File: src/rtl/alu_flag_unit.sv
// alu_flag_unit: consumer end of the ALU result path.
// Registers N/Z/C/V for each accepted result, tracks a sticky overflow flag and
// a saturating overflow event counter, and raises a level interrupt on overflow
// that holds off further results until it is acknowledged.
//
// state    | meaning
// ---------+---------------------------------------------------------------
// IDLE     | ready for a result, no interrupt pending
// IRQ_PEND | overflow seen, irq high, input backpressured until irq_ack
module alu_flag_unit #(
    parameter int WIDTH     = 8,
    parameter int CNT_WIDTH = 8
) (
    input  logic                 clk,
    input  logic                 rst_n,
    input  logic [2:0]           sel,
    input  logic [WIDTH-1:0]     result,
    input  logic                 carry_in,
    input  logic                 ovf_in,
    input  logic                 in_valid,
    output logic                 in_ready,
    output logic [3:0]           flags,
    output logic                 sticky_v,
    output logic [CNT_WIDTH-1:0] ovf_count,
    output logic                 irq,
    input  logic                 irq_ack,
    input  logic                 clr_sticky
);

    typedef enum logic {
        IDLE     = 1'b0,
        IRQ_PEND = 1'b1
    } state_t;

    state_t state, state_nxt;

    logic       xfer;
    logic       is_arith;
    logic       c_new;
    logic       v_new;
    logic       ovf_event;
    logic [3:0] flags_new;

    // decode gates carry/overflow so an undefined ovf_in on a non-arith op
    // can never reach the flag or counter registers
    always_comb begin
        is_arith  = (sel == 3'b000) || (sel == 3'b001);
        c_new     = is_arith ? carry_in : 1'b0;
        v_new     = is_arith ? ovf_in : 1'b0;
        xfer      = in_valid && in_ready;
        ovf_event = xfer && v_new;
        flags_new = {result[WIDTH-1], (result == '0), c_new, v_new};
    end

    // flag register, updated only on an accepted result
    always_ff @(posedge clk or negedge rst_n) begin
        if (!rst_n) begin
            flags <= 4'b0000;
        end else if (xfer) begin
            flags <= flags_new;
        end
    end

    // sticky overflow and saturating counter; an overflow on the same edge
    // as a clear wins and restarts the count at one
    always_ff @(posedge clk or negedge rst_n) begin
        if (!rst_n) begin
            sticky_v  <= 1'b0;
            ovf_count <= '0;
        end else if (ovf_event) begin
            sticky_v <= 1'b1;
            if (clr_sticky) begin
                ovf_count <= CNT_WIDTH'(1);
            end else if (ovf_count != '1) begin
                ovf_count <= ovf_count + CNT_WIDTH'(1);
            end
        end else if (clr_sticky) begin
            sticky_v  <= 1'b0;
            ovf_count <= '0;
        end
    end

    // state register
    always_ff @(posedge clk or negedge rst_n) begin
        if (!rst_n) begin
            state <= IDLE;
        end else begin
            state <= state_nxt;
        end
    end

    // next state and handshake/interrupt outputs
    always_comb begin
        state_nxt = state;
        in_ready  = 1'b0;
        irq       = 1'b0;
        case (state)
            IDLE: begin
                in_ready = 1'b1;
                if (ovf_event) begin
                    state_nxt = IRQ_PEND;
                end
            end
            IRQ_PEND: begin
                irq = 1'b1;
                if (irq_ack) begin
                    state_nxt = IDLE;
                end
            end
            default: begin
                state_nxt = IDLE;
            end
        endcase
    end

endmodule

File: config.mk
export PLATFORM = sky130hd
export DESIGN_NAME = alu_flag_unit
export DESIGN_NICKNAME = d
export VERILOG_FILES = /design/src/rtl/alu_flag_unit.sv
export SDC_FILE = /design/constraint.sdc
export NUM_CORES = 1
export LEC_CHECK = 0
export CORE_AREA = 2 2 44 46
export CTS_CLUSTER_SIZE = 20
export DETAILED_ROUTE_END_ITERATION = 7
export DIE_AREA = 0 0 46 48
export GPL_TIMING_DRIVEN = 0
export PLACE_DENSITY = 0.87
export SYNTH_ARGS = -nofsm -noshare
export SYNTH_HDL_FRONTEND = slang
export SYNTH_SLANG_ARGS = --single-unit
File: constraint.sdc
create_clock -name clk -period 2.8 [get_ports clk]
set_input_delay 0.28 -clock clk [delete_from_list [all_inputs] [get_ports clk]]
set_output_delay 0.28 -clock clk [all_outputs]
set_load 0.05 [all_outputs]
==> After elaboration in Yosys (flattened, before gate mapping) <==
Cells that the tools add are included.
{ "op_classes": {"muxes": 13, "bitwise_logic": 1, "addsub": 1, "reduce_logical": 8, "eq_ne": 2} }
{ "ops": {"columns": ["cell", "n"], "rows": [
  ["$mux W8", 4],
  ["$add A8 B1 Y8 const B", 1],
  ["$logic_not A8 Y1", 1],
  ["$mux W1", 8],
  ["$ne A8 B8 Y1 const B", 1],
  ["$reduce_bool A2 Y1", 2],
  ["$eq A3 B1 Y1 const B", 1],
  ["$logic_not A3 Y1", 1],
  ["$logic_and A1 B1 Y1", 2],
  ["$pmux W1 S2", 1],
  ["$reduce_and A2 Y1", 1],
  ["$logic_or A1 B1 Y1", 1],
  ["$not A1 Y1", 1]
]} }
{ "totals": {"register_bits": 14, "in_bits": 18, "word_cells": 29} }

==> Longest topological paths before layout <==
{ "depth": {"depth_word": 6, "depth_mapped": 5} }

==> Worst setup path before layout <==
Ideal clock, no wire load.
{ "synth_timing": {"path_kind": "register to register", "startpoint": "register state", "endpoint": "register ovf_count[7]", "required_ns": 2.668, "stages_incl_launch_ff": 5, "path_buffers": 0, "path_slack_ns": 0.901, "setup_ns": 0.132, "t_arrival_ns": 1.768, "cell_sequence": "dfrtp_1 or4b_4 nor4_4 mux2i_1 nor2_1"} }
{ "synth_via": {"elab_chain_cells": 5, "word_cells_on_any_way": 6} }
{ "synth_lines": {"columns": ["element", "line", "rtl"], "rows": [
  ["start: declaration", "35", "state_t state, state_nxt;"],
  ["start signal: assignment", "88", "state <= state_nxt;"],
  ["$mux W1 (*)", "97", "case (state)"],
  ["$logic_and A1 B1 Y1 (*)", "50", "xfer = in_valid && in_ready;"],
  ["$logic_and A1 B1 Y1 (*)", "51", "ovf_event = xfer && v_new;"],
  ["$reduce_bool A2 Y1 (no source line)", null, null],
  ["$reduce_and A2 Y1 (no source line)", null, null],
  ["end signal: assignment", "75", "ovf_count <= ovf_count + CNT_WIDTH'(1);"],
  ["end: declaration", "24", "output logic [CNT_WIDTH-1:0] ovf_count,"]
]} }
Every way passes the cells marked *; elsewhere a longest branch is shown, timed or not.
A chain may end at the register's enable or synchronous reset.

==> Worst setup path in the final report <==
{ "layout_timing": {"startpoint": "register ovf_count[3]", "endpoint": "output ovf_count[3]"} }
No word-level cell between the ends.

==> flow_summary.toml <==
[run_status]
status = "finished, final reports clean"

[drt]
drt-initial-drc-count = 12
drcViolationCount = 0
dr_total_vias = 672
wl_per_cell_um = 12.9
first_pass_iters = 4
ant_nets = 0
drt-vias-per-instance = 5.46
wl_mm = 1.59

[setup_path]
crit_chain = "clkdlybuf4s50_1"
crit_required_ns = 2.52
r2r_start = "state$_DFF_PN0_"
start_kind = "register"
critical_path_class = "reg2out"
reg2reg_depth = 4
path_max_fanout = 8
worst-path-buf-inv = 1
cp_top_family = "buffers and inverters"
cpMaxStageDelayCell = "clkdlybuf4s50_1"
r2r_slack_ns = 1.08
critPathMaxStageDelay_ns = 0.85
end_kind = "output port"
crit_start = "ovf_count[3]$_DFFE_PN0P_"
reg2reg_to = "ovf_count[7]$_DFFE_PN0P_"
arrival_ns = 1.62

[cts]
clockRootBuffer = "clkbuf_4"
cts_made_buffers = 3
cts_resized = 0
clk_pin_slew_ns = 0.09
cts.sinks = 14
cts_tree = "done"
clk-insertion-delay-late_ns = 0.28
clk_path_buf_depth = 2
htreeDepth = 1
cts_hold_buf = 0
cts_setup_buffers = 0

[timing]
hold_ws_ns = 0.373
fmax_mhz = 528
fin_crit_sh_pct = 67.7
tns_ns = 0
setup_viol = 0
drv_slew = 0
fin_worst_skew_ns = 0.00670
tightest_slew_ns = 0.601
finalHoldViolations = 0
rsz0062_at_grt = "no"
slew_headroom_pct = 59.8
min_period_ns = 1.90

[floorplan]
core_area_um2 = 1690
start_util_pct = 42.7
fp.dieH_um = 48
rows = 15
design.die.area_um2 = 2210
io_pins = 33
die_w_um = 46

[grt]
met1_usage_pct = 21.0
antenna_found_initial = 0
top_usage_layer = "met2"
grt_usage_pct = 16.9
grt_pass1_wl_mm = 2.64
grt_pass1_vias = 593
grt_overflow = 0
grt_max_degree = 15
grt_use_met3_pct = 7.17
use_met2_pct = 28.3

[synthesis]
synth.avg_cell_area_um2 = 10.0
synth_fp_nets = 91
synth_edf_count = 0
ys_seq_area_share_pct = 48.5
ys_types = 28
ys_ff_latch = 14
syn_inst = 72
synthArstFlopShare_pct = 100
ys.warnings.count = 0
synth_area_um2 = 722
synth-main-ff-cell = "dfrtp_1"

[place]
portBuffers = 30
gp_congestion = 0.843
post-dp-hpwl_mm = 1.25

[cells_and_area]
syn2layout_area_growth_pct = 49.6
ff_latch_area_um2 = 350
multi_input_area_um2 = 357
diodes = 0
fillers = 144
drive_gt1_share_pct = 8.49
final_util_pct = 63.9
fin_nets = 126

[power]
peakVddDrop_mv = 0.416
power_density_nw_per_um2 = 409
p_leak_nw = 0.440

[hold_path]
hp-class = "in2async"

[run]
maxCapViolCount = 0
## registers in the layout, indices dropped and copies added, names as in the netlist
signal,flops
state,1
ovf_count,8
flags,4
sticky_v,1
## cell families after synthesis
logic type | count (synthesis) | share of synthesized area (%)
buf+inv | 4 | 2.08
compound gates | 15 | 13.2
mux | 3 | 4.33
fa+ha+maj | 1 | 1.73
simple gates | 33 | 27.7
flops | 14 | 48.5
xor+xnor | 2 | 2.43
## power breakdown
group | total, W | internal (W) | switching, W
logic | 0.0000860 | 0.0000384 | 0.0000477
clock network | 0.000142 | 0.0000790 | 0.0000634
registers | 0.000213 | 0.000208 | 0.00000483
total | 0.000442 | 0.000326 | 0.000116
## Yosys cell counts (all sizes together), types with 2 or more instances
cell type  count  area (um^2)
dfrtp         14          350
nand2         10         37.5
nor2           8         30.0
o21ai          8         40.0
a21oi          3         15.0
inv            3         11.3
nand4          3         18.8
nor4           3         33.8
mux2i          2         20.0
nand3          2         10.0
## metrics by stage
| step | setup WS, ns | total power, W | instances | area (um^2) |
|---|---|---|---|---|
| finish | 0.905 | 0.000442 | 123 | 1080 |
| global route | 0.838 | 0.000461 | 123 | 1080 |
| CTS | 0.890 | 0.000448 | 123 | 1080 |
| detailed placement | 0.762 | 0.000304 | 119 | 1040 |
| global placement | 0.787 | 0.000303 | 119 | 1040 |
| floorplan | 0.901 | 0.000258 | 72 | 722 |
## layout by cell type (no fill, tap or decap), drive strengths merged, types with 3 or more instances in the layout
master and n:
a21oi 3, clkbuf 4, clkdlybuf4s50 30, dfrtp 14, inv 3, nand2 10, nand4 3, nor2 8
nor4 3, o21ai 8
## layout make-up
type,instances,area share (%)
plain buffers,1,0.348
repair buffers,30,27.8
well taps,17,1.97
inverters,3,1.04
flip-flops and latches,14,32.4
clock buffers,4,3.36
multi-input cells,54,33.0
## how the worst max path moves through the flow
stage                               end  slack [ns]  cells past startpoint
6_report                   ovf_count[3]        0.90                      1
2_1_floorplan  ovf_count[7]$_DFFE_PN0P_        0.90                      4
3_3_place_gp   ovf_count[7]$_DFFE_PN0P_        0.79                      5
4_1_cts                        in_ready        0.89                      2
5_1_grt                    ovf_count[3]        0.84                      1
3_5_place_dp   ovf_count[7]$_DFFE_PN0P_        0.76                      5
## metal layers
| layer | share of wire [%] | wire (um) | vias to the layer above |
|---|---|---|---|
| li1 | - | - | 330 |
| met1 | 44 | 695 | 318 |
| met2 | 49 | 782 | 24 |
| met3 | 6.9 | 110 | 0 |
| met4 | 0 | 0 | 0 |
| met5 | 0 | 0 | - |
(Power assumes the default switching activity.)
